<file path="config.mk">
export PLATFORM = sky130hd
export DESIGN_NAME = motion_tracker
export DESIGN_NICKNAME = d
export VERILOG_FILES = /design/src/rtl/motion_pkg.sv /design/src/rtl/accel_window.sv /design/src/rtl/motion_tracker.sv
export SDC_FILE = /design/constraint.sdc
export NUM_CORES = 1
export LEC_CHECK = 0
export ABC_AREA = 1
export CAP_MARGIN = 25
export CORE_AREA = 4 4 117 119
export DETAILED_ROUTE_END_ITERATION = 10
export DIE_AREA = 0 0 121 123
export MAX_ROUTING_LAYER = met4
export PLACE_DENSITY = 0.78
export SLEW_MARGIN = 30
export SYNTH_ARGS = -nofsm -noshare
export SYNTH_HDL_FRONTEND = slang
export SYNTH_SLANG_ARGS = --single-unit
</file>
<file path="constraint.sdc">
create_clock -name clk -period 3.95 [get_ports clk]
set_clock_uncertainty 0.1 [all_clocks]
set_input_delay 0.5925 -clock clk [delete_from_list [all_inputs] [get_ports clk]]
set_output_delay 0.5925 -clock clk [all_outputs]
set_load 0.005 [all_outputs]
</file>
<file path="src/rtl/motion_pkg.sv">
// motion_pkg: shared state type and default tuning
// for the motion_tracker jump/duck detector.
package motion_pkg;
  typedef enum logic [1:0] {
    IDLE,
    JUMP,
    COOLDOWN
  } jump_state_t;

  localparam int WIN_DEPTH = 4;
  localparam int SUM_W     = 18;

  localparam logic signed [15:0] JUMP_THRESH  = 16'sd2400;
  localparam logic signed [15:0] JUMP_RELEASE = 16'sd1800;
  localparam logic signed [15:0] DUCK_ANGLE   = 16'sd4000;
  localparam logic signed [15:0] DUCK_RELEASE = 16'sd3000;

  localparam logic [2:0] JUMP_HOLD_SAMPLES = 3'd6;
  localparam logic [2:0] COOLDOWN_SAMPLES  = 3'd4;
  localparam logic [1:0] DUCK_SAMPLES      = 2'd3;

  localparam int STALE_CYCLES_DEFAULT = 1_000_000;
endpackage

</file>
<file path="src/rtl/accel_window.sv">
// accel_window: 4-sample moving average of signed
// acceleration, with a same-edge average for decisions.
module accel_window
  import motion_pkg::*;
(
  input  logic               clk,
  input  logic               rst,
  input  logic               shift,
  input  logic               clear,
  input  logic signed [15:0] sample,
  output logic signed [15:0] avg,
  output logic signed [15:0] avg_next
);
  logic signed [15:0]      win [WIN_DEPTH];
  logic signed [SUM_W-1:0] sum;
  logic signed [SUM_W-1:0] sum_next;

  assign sum_next = sum
                  - SUM_W'(win[WIN_DEPTH-1])
                  + SUM_W'(sample);
  // Dropping the two LSBs is an arithmetic divide by 4 (floor)
  assign avg_next = sum_next[SUM_W-1:2];

  always_ff @(posedge clk or posedge rst) begin
    if (rst) begin
      sum <= '0;
      avg <= '0;
      for (int i = 0; i < WIN_DEPTH; i++)
        win[i] <= '0;
    end else if (shift) begin
      win[0] <= sample;
      for (int i = 1; i < WIN_DEPTH; i++)
        win[i] <= win[i-1];
      sum <= sum_next;
      avg <= avg_next;
    end else if (clear) begin
      sum <= '0;
      avg <= '0;
      for (int i = 0; i < WIN_DEPTH; i++)
        win[i] <= '0;
    end
  end
endmodule

</file>
<file path="src/rtl/motion_tracker.sv">
// motion_tracker: smoothed jump/duck detection with hold,
// cooldown, hysteresis and a stale-link watchdog.
module motion_tracker
  import motion_pkg::*;
#(
  parameter int STALE_CYCLES = STALE_CYCLES_DEFAULT
) (
  input  logic        clk,
  input  logic        rst,
  input  logic        sample_valid,
  input  logic [15:0] acceleration,
  input  logic [15:0] direction,
  output logic        jumping,
  output logic        ducking,
  output logic        stale
);
  localparam int IW = $clog2(STALE_CYCLES);
  localparam logic [IW-1:0] IDLE_MAX =
    IW'(STALE_CYCLES - 1);

  logic [IW-1:0] idle_cnt;
  logic          timeout;
  logic          clear;

  assign timeout = idle_cnt == IDLE_MAX;
  // A sample arriving on the timeout cycle wins
  assign clear = timeout & ~sample_valid;

  logic signed [15:0] avg;
  logic signed [15:0] avg_next;
  logic signed [15:0] avg_now;
  logic signed [15:0] dir;

  assign dir     = $signed(direction);
  assign avg_now = sample_valid ? avg_next : avg;

  accel_window u_win (
    .clk      (clk),
    .rst      (rst),
    .shift    (sample_valid),
    .clear    (clear),
    .sample   ($signed(acceleration)),
    .avg      (avg),
    .avg_next (avg_next)
  );

  jump_state_t state, state_next;
  logic [2:0]  hold_cnt, hold_next;
  logic [2:0]  cd_cnt, cd_next;

  always_comb begin
    state_next = state;
    hold_next  = hold_cnt;
    cd_next    = cd_cnt;
    if (clear) begin
      state_next = IDLE;
      hold_next  = '0;
      cd_next    = '0;
    end else if (sample_valid) begin
      unique case (state)
        IDLE: begin
          if (avg_now >= JUMP_THRESH) begin
            state_next = JUMP;
            hold_next  = 3'd1;
          end
        end
        JUMP: begin
          if (hold_cnt == JUMP_HOLD_SAMPLES &&
              avg_now < JUMP_RELEASE) begin
            state_next = COOLDOWN;
            cd_next    = 3'd1;
          end else if (hold_cnt != JUMP_HOLD_SAMPLES) begin
            hold_next = hold_cnt + 3'd1;
          end
        end
        COOLDOWN: begin
          if (cd_cnt == COOLDOWN_SAMPLES)
            state_next = IDLE;
          else
            cd_next = cd_cnt + 3'd1;
        end
        default: state_next = IDLE;
      endcase
    end
  end

  logic       lean;
  logic       unlean;
  logic [1:0] lean_cnt, lean_next;
  logic       duck_raw, duck_next;

  assign lean   = dir <= -DUCK_ANGLE;
  assign unlean = dir > -DUCK_RELEASE;

  always_comb begin
    lean_next = lean_cnt;
    duck_next = duck_raw;
    if (clear) begin
      lean_next = '0;
      duck_next = 1'b0;
    end else if (sample_valid) begin
      if (!lean)
        lean_next = '0;
      else if (lean_cnt != DUCK_SAMPLES)
        lean_next = lean_cnt + 2'd1;
      if (unlean)
        duck_next = 1'b0;
      else if (lean_next == DUCK_SAMPLES)
        duck_next = 1'b1;
    end
  end

  always_ff @(posedge clk or posedge rst) begin
    if (rst) begin
      state    <= IDLE;
      hold_cnt <= '0;
      cd_cnt   <= '0;
      lean_cnt <= '0;
      duck_raw <= 1'b0;
      jumping  <= 1'b0;
      ducking  <= 1'b0;
      stale    <= 1'b1;
      idle_cnt <= '0;
    end else begin
      state    <= state_next;
      hold_cnt <= hold_next;
      cd_cnt   <= cd_next;
      lean_cnt <= lean_next;
      duck_raw <= duck_next;
      jumping  <= state_next == JUMP;
      ducking  <= duck_next & (state_next != JUMP);
      if (sample_valid) begin
        idle_cnt <= '0;
        stale    <= 1'b0;
      end else if (timeout) begin
        stale <= 1'b1;
      end else begin
        idle_cnt <= idle_cnt + 1'b1;
      end
    end
  end
endmodule

</file>
Yosys cells after proc, flatten, opt, wreduce, memory -nomap -nowiden --
Cells that the tools add are included.
Operators by class: add/sub/neg operators 6, order comparisons 4, equal/unequal tests 16, multiplexer cells 38, bitwise logic cells 3, reduce and logical (&&, ||, !) cells 8
Operator list (number):
- $mux 64 | 2
- $mux 16 | 3
- $mux 20 | 2
- $mux 18 | 2
- $mux 3 | 9
- $mux 2 | 11
- $add 20x1->20 const B | 1
- $eq 20x20->1 const B | 1
- $add 18x16->18 | 1
- $ne 3x3->1 const B | 6
- $sub 18x16->18 | 1
- $ge 16x13->1 const B | 1
- $gt 16x13->1 const B | 1
- $le 16x13->1 const B | 1
- $lt 16x12->1 const B | 1
- $pmux 3 s2 | 2
- $add 3x1->3 const B | 2
- $eq 3x3->1 const B | 2
- $mux 1 | 6
- $pmux 2 s3 | 1
- $reduce_bool 3->1 | 2
- $reduce_and 5->1 | 1
- $eq 2x1->1 const B | 2
- $eq 2x2->1 const B | 2
- other kinds (9) | 12
Word-level totals: flip-flop bits (word level) 132, bits of input ports 35, output and inout bits 3

Depth between registers and ports, before layout --
word-level depth 11, depth in mapped cells 24

Modules after synthesis --
A second synthesis with hierarchy kept.
Second synthesis, totals: cell total of the unflattened synthesis 835, area, all modules 6839.1 um^2
By module, submodules not included:
- accel_window | instances 1, cells each 550, area an instance 4682.0 um^2
- motion_tracker | instances 1, cells each 285, area an instance 2157.1 um^2

Worst setup path before layout --
Ideal clock, no wire load.
path kind input port to flip-flop, start input acceleration[1], end register cd_cnt[0], setup time 76 ps, data arrival time 3006 ps, required time 3774 ps, setup slack 768 ps, stages 22, buffers on the path 0, cell sequence inv_1 > fa_1 > inv_1 > fa_1 > nand2_1 > nand2_2 > nand3_1 > nand2_2 > or2_1 > nand2_1 > nand2_1 > inv_1 > nand3_1 > nand3_1 > nand2_1 > nand2_1 > nand2_1 > nand2_2 > nand2_2 > nand2_2 > nand3_1 > o21ai_1
Between the ends: cells in the longest elaborated chain, start to end 6
Ends and longest elaborated chain:
- start: declaration | RTL line motion_tracker.sv:11 | input logic [15:0] acceleration,
- $add 18x16->18 | RTL line accel_window.sv:20 | + SUM_W'(sample);
- $mux 16 | RTL line motion_tracker.sv:35 | assign avg_now = sample_valid ? avg_next : avg;
- $lt 16x12->1 | RTL line motion_tracker.sv:69 | avg_now < JUMP_RELEASE) begin
- $logic_and 1x1->1 | RTL line motion_tracker.sv:68 | if (hold_cnt == JUMP_HOLD_SAMPLES &&
- $ne 3x3->1 (no line)
- $reduce_and 4->1 (no line)
- end signal: assignment | RTL line motion_tracker.sv:127 | cd_cnt <= cd_next;
- end: declaration | RTL line motion_tracker.sv:49 | logic [2:0] cd_cnt, cd_next;
Every way passes these cells. A chain may end at the register's enable or synchronous reset.

Final worst setup path --
start input acceleration[15], end register jumping
Between the ends: cells in the longest elaborated chain, start to end 9, elaborated cells on any way between the ends 11
Ends and longest elaborated chain:
- $add 18x16->18 (*) | RTL line accel_window.sv:20
- $mux 16 (*) | RTL line motion_tracker.sv:35
- $lt 16x12->1 | RTL line motion_tracker.sv:69
- $logic_and 1x1->1 | RTL line motion_tracker.sv:68
- $mux 2 | RTL line motion_tracker.sv:68
- $pmux 2 s3 (*) | RTL line motion_tracker.sv:60 | unique case (state)
- $mux 2 (*) | RTL line motion_tracker.sv:59 | end else if (sample_valid) begin
- $mux 2 (*) | RTL line motion_tracker.sv:55 | if (clear) begin
- net state_next[1] | RTL line motion_tracker.sv:47 | jump_state_t state, state_next;
- $eq 2x1->1 (*) | RTL line motion_tracker.sv:130 | jumping <= state_next == JUMP;
- end signal: assignment | RTL line motion_tracker.sv:120 | jumping <= 1'b0;
- end signal: assignment | RTL line motion_tracker.sv:130
- end: declaration | RTL line motion_tracker.sv:13 | output logic jumping,
Mark *: on every way through the listed nets, which the timed path passes. The rest lies on a longest branch.

==> impl_table.tex <==
\begin{tabular}{lr}
\hline
Metric & Value \\
\hline
\multicolumn{2}{l}{\textbf{STA}} \\
\quad Final hold violations & 0 \\
\quad Minimum clock period after layout & approximately 3.6 ns \\
\quad RSZ-0062 raised after global routing & no \\
\quad Final cycle utilization of the critical path & 0.917 \\
\quad Upper clock frequency limit & between 200 and 300 MHz \\
\quad Final-layout setup total negative slack & 0 ns \\
\quad Count of endpoints failing setup in the final report & 0 \\
\quad Worst rel slew slack & 0.495 \\
\quad Slew @ Worst Pin & 0.758 ns \\
\quad Number of pins with negative max-slew slack in the final report & 0 \\
\multicolumn{2}{l}{\textbf{Route}} \\
\quad Detailed-route wire length per cell & 13.4 um \\
\quad Drt total wl & approximately 14000 um \\
\quad Vias after detailed routing & 5487 \\
\quad Detailed-route DRC error count & 0 \\
\quad Starting DRC count in detailed routing & 473 \\
\quad First drt pass iteration count & 5 \\
\quad Routed via count divided by cell count & 5.13 \\
\quad Post-route ant nets & 0 \\
\multicolumn{2}{l}{\textbf{Cells and area}} \\
\quad Area of all placed cells without fillers & 7880 um\^{}2 \\
\quad Antenna cells & 0 \\
\quad Area growth from synthesis to layout & 18.3\% \\
\quad Layout fillers & 1082 \\
\quad Share of layout cells above drive strength 1 & 0.0814 \\
\quad Net count, final & 960 \\
\multicolumn{2}{l}{\textbf{Critical path}} \\
\quad Slowest stage cell, crit path & sky130\_fd\_sc\_hd\_\_fa\_1 \\
\quad Endpoint class of the critical path & flip-flop \\
\quad Cell class contributing the biggest share of worst-path delay & simple AND/OR/NAND/NOR gates \\
\quad Crit-path max FO & 6 \\
\quad Critical setup path kind & in2reg \\
\quad CP bufs+invs & 4 \\
\quad Most used cell along the critical path & sky130\_fd\_sc\_hd\_\_nand2\_1 \\
\quad Critical register-to-register path endpoint & hold\_cnt[0] \\
\quad Delay of the slowest critical-path stage & 0.55 ns \\
\quad Ordered cell list for the critical path & clkdlybuf4s50\_1 -> inv\_1 -> fa\_1 -> inv\_1 -> ha\_1 -> nand2\_1 -> nor3\_1 -> nand4\_1 -> nand3\_1 -> xnor2\_1 -> nand2\_1 -> o21ai\_1 -> nand2\_1 -> nand2\_1 -> nand2\_2 -> a21oi\_2 -> inv\_1 -> a21oi\_1 \\
\quad Data required time of the worst path & 4.19 ns \\
\quad Kind of launch point of the worst setup path & input pin \\
\quad Cells on worst reg2reg path & 21 \\
\quad Reg-to-reg slack, setup & 0.69 ns \\
\quad Reg-to-reg startpoint & u\_win.avg[4] \\
\quad Crit path DAT & 3.86 ns \\
\multicolumn{2}{l}{\textbf{Floorplan}} \\
\quad Die area & about 15000 um\^{}2 \\
\quad Horizontal extent of the die & between 100 and 150 um \\
\quad Top-Level Pins & 38 \\
\quad Initial Util & 0.530 \\
\quad Die outline height & approximately 120 um \\
\quad Core area & around 13000 um\^{}2 \\
\quad Count of standard-cell rows & 41 \\
\multicolumn{2}{l}{\textbf{Synth}} \\
\quad Flip-flop and latch count after synthesis & 116 \\
\quad Cells after synthesis & 837 \\
\quad Cell type contributing the most total cell area after synthesis & sky130\_fd\_sc\_hd\_\_dfrtp\_1 \\
\quad Share of the yosys chip area belonging to registers & 0.436 \\
\quad Mean post-synth cell area & 7.96 um\^{}2 \\
\quad Post-synthesis instance area & between 6000 and 7000 um\^{}2 \\
\quad Cell types with the largest area share after synthesis & sky130\_fd\_sc\_hd\_\_dfrtp\_1 (43\%), sky130\_fd\_sc\_hd\_\_inv\_1 (11\%), sky130\_fd\_sc\_hd\_\_nand2\_1 (9.3\%) \\
\quad Yosys top cell area share & 0.432 \\
\quad Net Count, Synth & 913 \\
\quad Netlist cell types & 43 \\
\quad Yosys synthesis warning count & 0 \\
\multicolumn{2}{l}{\textbf{Min path}} \\
\quad End point of the worst hold path & u\_win.win[0] \\
\quad Worst hold path type & reg2reg \\
\quad Hold wc startpoint & u\_win.win[0] \\
\quad Hold depth & 2 \\
\multicolumn{2}{l}{\textbf{Global route}} \\
\quad Global-route usage over all layers & 0.218 \\
\quad Overflow after GRT & 0 \\
\quad Vias in the first global route & about 5300 \\
\quad Maximum number of pins on one net before global-route repair & a little over 60 \\
\quad Number of antenna violations at the first check in global routing & 0 \\
\quad First-pass GRT wire length & 24900 um \\
\multicolumn{2}{l}{\textbf{Clock tree}} \\
\quad Buffer levels on the longest clock path & 2 \\
\quad H-Tree Level Count & 4 \\
\quad Setup bufs post-CTS & 0 \\
\quad Sink count of the clock tree & 116 \\
\quad Clock buffer count from CTS & 17 \\
\quad Cells resized by post-CTS repair & 0 \\
\quad CTS tree & yes \\
\quad CTS clock-pin slew for the worst setup and hold paths & 0.05 ns \\
\quad Clock latency at the later pin of the worst-skew pair & $\sim$0.42 ns \\
\quad CTS root buffer & sky130\_fd\_sc\_hd\_\_clkbuf\_16 \\
\quad CTS hold repair buffers & 0 \\
\multicolumn{2}{l}{\textbf{Placed design}} \\
\quad Post-DP HPWL & 10100 um \\
\quad IO Port Bufs & 37 \\
\quad Gpl congestion & 0.945 \\
\quad Placed cell area & 7280 um\^{}2 \\
\multicolumn{2}{l}{\textbf{Power and ir drop}} \\
\quad Leakage & between 3 and 4 nW \\
\quad Relative contribution of the clock network to total power & 0.256 \\
\quad Cell Int Power & 0.00352 W \\
\quad Sw Ratio & 0.417 \\
\quad Sequential fraction of design power & 0.255 \\
\quad Comb pwr share & 0.489 \\
\quad Net Sw Power & 0.00252 W \\
\quad VDD IR-drop max & between 0.4 and 0.5 mV \\
\quad PD cells & 767 nW/um\^{}2 \\
\multicolumn{2}{l}{\textbf{Run}} \\
\quad Max Cap Viol & 0 \\
\multicolumn{2}{l}{\textbf{Status}} \\
\quad Status & completed \\
\hline
\end{tabular}
-- logic make-up after synthesis --
family / share of synthesized area
and+or+nand+nor: 0.212
buffers and inverters: 0.121
AOI/OAI and AO/OA: 0.123
DFF: 0.436
adders and majority gates: 0.0962
xor gates and xnor gates: 0.0118
-- worst register-to-register path, delay by kind of cell (launching register included) --
family	cells	cell delay, ns
and+or+nand+nor	15	1.47
adders and majority gates	2	0.87
DFF	1	0.35
buffers and inverters	3	0.17
AOI/OAI and AO/OA	1	0.16
-- routing by layer --
layer / global-route usage / part of all wire
met4: 0.0687 / 0.017
met2: 0.339 / 0.48
met5: - / 0
met1: 0.286 / 0.46
met3: 0.0512 / 0.043
-- synth_stat cells --
library cell and n:
sky130_fd_sc_hd__inv_1 191, sky130_fd_sc_hd__nand2_1 165, sky130_fd_sc_hd__dfrtp_1 115, sky130_fd_sc_hd__o22ai_1 54, sky130_fd_sc_hd__nor2_1 49, sky130_fd_sc_hd__nand3_1 46, sky130_fd_sc_hd__o21ai_0 44, sky130_fd_sc_hd__a21oi_1 25
sky130_fd_sc_hd__ha_1 24, sky130_fd_sc_hd__fa_1 17, sky130_fd_sc_hd__clkbuf_1 15, sky130_fd_sc_hd__nand2_2 14, sky130_fd_sc_hd__nor3_1 12, sky130_fd_sc_hd__nand4_1 9, sky130_fd_sc_hd__buf_2 5, sky130_fd_sc_hd__xor2_1 5
sky130_fd_sc_hd__a21oi_2 4, sky130_fd_sc_hd__xnor2_1 4, sky130_fd_sc_hd__nand3b_1 3, sky130_fd_sc_hd__nor2_2 3, sky130_fd_sc_hd__nor4_1 3, sky130_fd_sc_hd__o21ai_1 3, sky130_fd_sc_hd__a211oi_1 2, sky130_fd_sc_hd__and3_1 2
sky130_fd_sc_hd__buf_1 2, sky130_fd_sc_hd__nand3_2 2, sky130_fd_sc_hd__nor2_4 2, sky130_fd_sc_hd__nor3_2 2, sky130_fd_sc_hd__a211o_1 1, sky130_fd_sc_hd__a22o_1 1, sky130_fd_sc_hd__a22oi_1 1, sky130_fd_sc_hd__and2_0 1
sky130_fd_sc_hd__and3b_1 1, sky130_fd_sc_hd__dfstp_2 1, sky130_fd_sc_hd__nor4_2 1, sky130_fd_sc_hd__o211ai_1 1, sky130_fd_sc_hd__o21a_1 1, sky130_fd_sc_hd__o21bai_1 1, sky130_fd_sc_hd__o311ai_0 1, sky130_fd_sc_hd__o31ai_1 1
sky130_fd_sc_hd__o32ai_1 1, sky130_fd_sc_hd__or2_1 1, sky130_fd_sc_hd__or3_1 1
-- placed cells by master (no fill, tap or decap), types with 2 or more instances in the layout --
cell                                n
sky130_fd_sc_hd__nand4_1            9
sky130_fd_sc_hd__xnor2_1            4
sky130_fd_sc_hd__bufinv_16          3
sky130_fd_sc_hd__clkbuf_8           2
sky130_fd_sc_hd__nand2_2           14
sky130_fd_sc_hd__nor4_1             3
sky130_fd_sc_hd__clkbuf_1           4
sky130_fd_sc_hd__clkinv_2           3
sky130_fd_sc_hd__clkinvlp_4         3
sky130_fd_sc_hd__inv_1            188
sky130_fd_sc_hd__o21ai_1            3
sky130_fd_sc_hd__clkdlybuf4s50_1   37
sky130_fd_sc_hd__a21oi_2            4
sky130_fd_sc_hd__inv_2              2
sky130_fd_sc_hd__and3_1             2
sky130_fd_sc_hd__nand3_1           46
sky130_fd_sc_hd__nand2_1          165
sky130_fd_sc_hd__nor3_1            12
sky130_fd_sc_hd__buf_4             11
sky130_fd_sc_hd__xor2_1             5
sky130_fd_sc_hd__nor2_4             2
sky130_fd_sc_hd__o22ai_1           54
sky130_fd_sc_hd__buf_12             2
sky130_fd_sc_hd__fa_1              17
sky130_fd_sc_hd__o21ai_0           44
sky130_fd_sc_hd__clkbuf_16         17
sky130_fd_sc_hd__nand3_2            2
sky130_fd_sc_hd__nor2_2             3
sky130_fd_sc_hd__nor2_1            49
sky130_fd_sc_hd__nor3_2             2
sky130_fd_sc_hd__a21oi_1           25
sky130_fd_sc_hd__dfrtp_1          115
sky130_fd_sc_hd__a211oi_1           2
sky130_fd_sc_hd__nand3b_1           3
sky130_fd_sc_hd__ha_1              24
-- state kept, by name (all words and copies together) (netlist names) --
name,flops
lean_cnt,2
duck_raw,1
stale,1
hold_cnt,3
jumping,1
u_win.win,64
idle_cnt,20
ducking,1
cd_cnt,3
u_win.sum,2
u_win.avg,16
state,2
-- metrics by stage --
step | total power, W | cells | hold WS (ns) | setup slack (ns) | util
2_1_floorplan | 0.00378 | 837 | 0.357 | 0.187 | -
3_3_place_gp | 0.00441 | 1037 | 0.370 | -0.0340 | 0.580
3_5_place_dp | 0.00446 | 1037 | 0.391 | -0.0754 | 0.580
4_1_cts | 0.00606 | 1069 | 0.405 | 0.358 | 0.627
5_1_grt | 0.00659 | 1069 | 0.426 | 0.0262 | 0.627
6_report | 0.00604 | 1069 | 0.394 | 0.329 | 0.627
-- power by group through the flow --
| stage | clock network (W) | logic, W | registers (W) |
|---|---|---|---|
| 6_report | 0.00155 | 0.00296 | 0.00154 |
| 5_1_grt | 0.00162 | 0.00340 | 0.00157 |
| 4_1_cts | 0.00158 | 0.00294 | 0.00154 |
| 3_5_place_dp | 0 | 0.00291 | 0.00155 |
| 3_3_place_gp | 0 | 0.00286 | 0.00155 |
| 2_1_floorplan | 0 | 0.00226 | 0.00153 |
-- worst max-delay path by stage --
stage | startpoint | end | slack, ns | cells past startpoint
floorplan | rst | cd_cnt[0] | 0.19 | 1
global placement | acceleration[15] | jumping | -0.03 | 18
detailed placement | acceleration[15] | jumping | -0.08 | 18
CTS | acceleration[15] | jumping | 0.36 | 18
global route | acceleration[9] | hold_cnt[0] | 0.03 | 21
finish | acceleration[15] | jumping | 0.33 | 18
-- layout make-up --
class,instances,area (um^2),area share
Inverter,191,719,0.0913
Clock inverter,9,128,0.0162
Tap cell,172,215,0.0273
Multi-Input combinational cell,508,2950,0.375
Clock buffer,23,468,0.0594
Timing Repair Buffer,50,493,0.0626
Sequential cell,116,2900,0.369
Note: power is estimated with default switching activity, not from simulation.
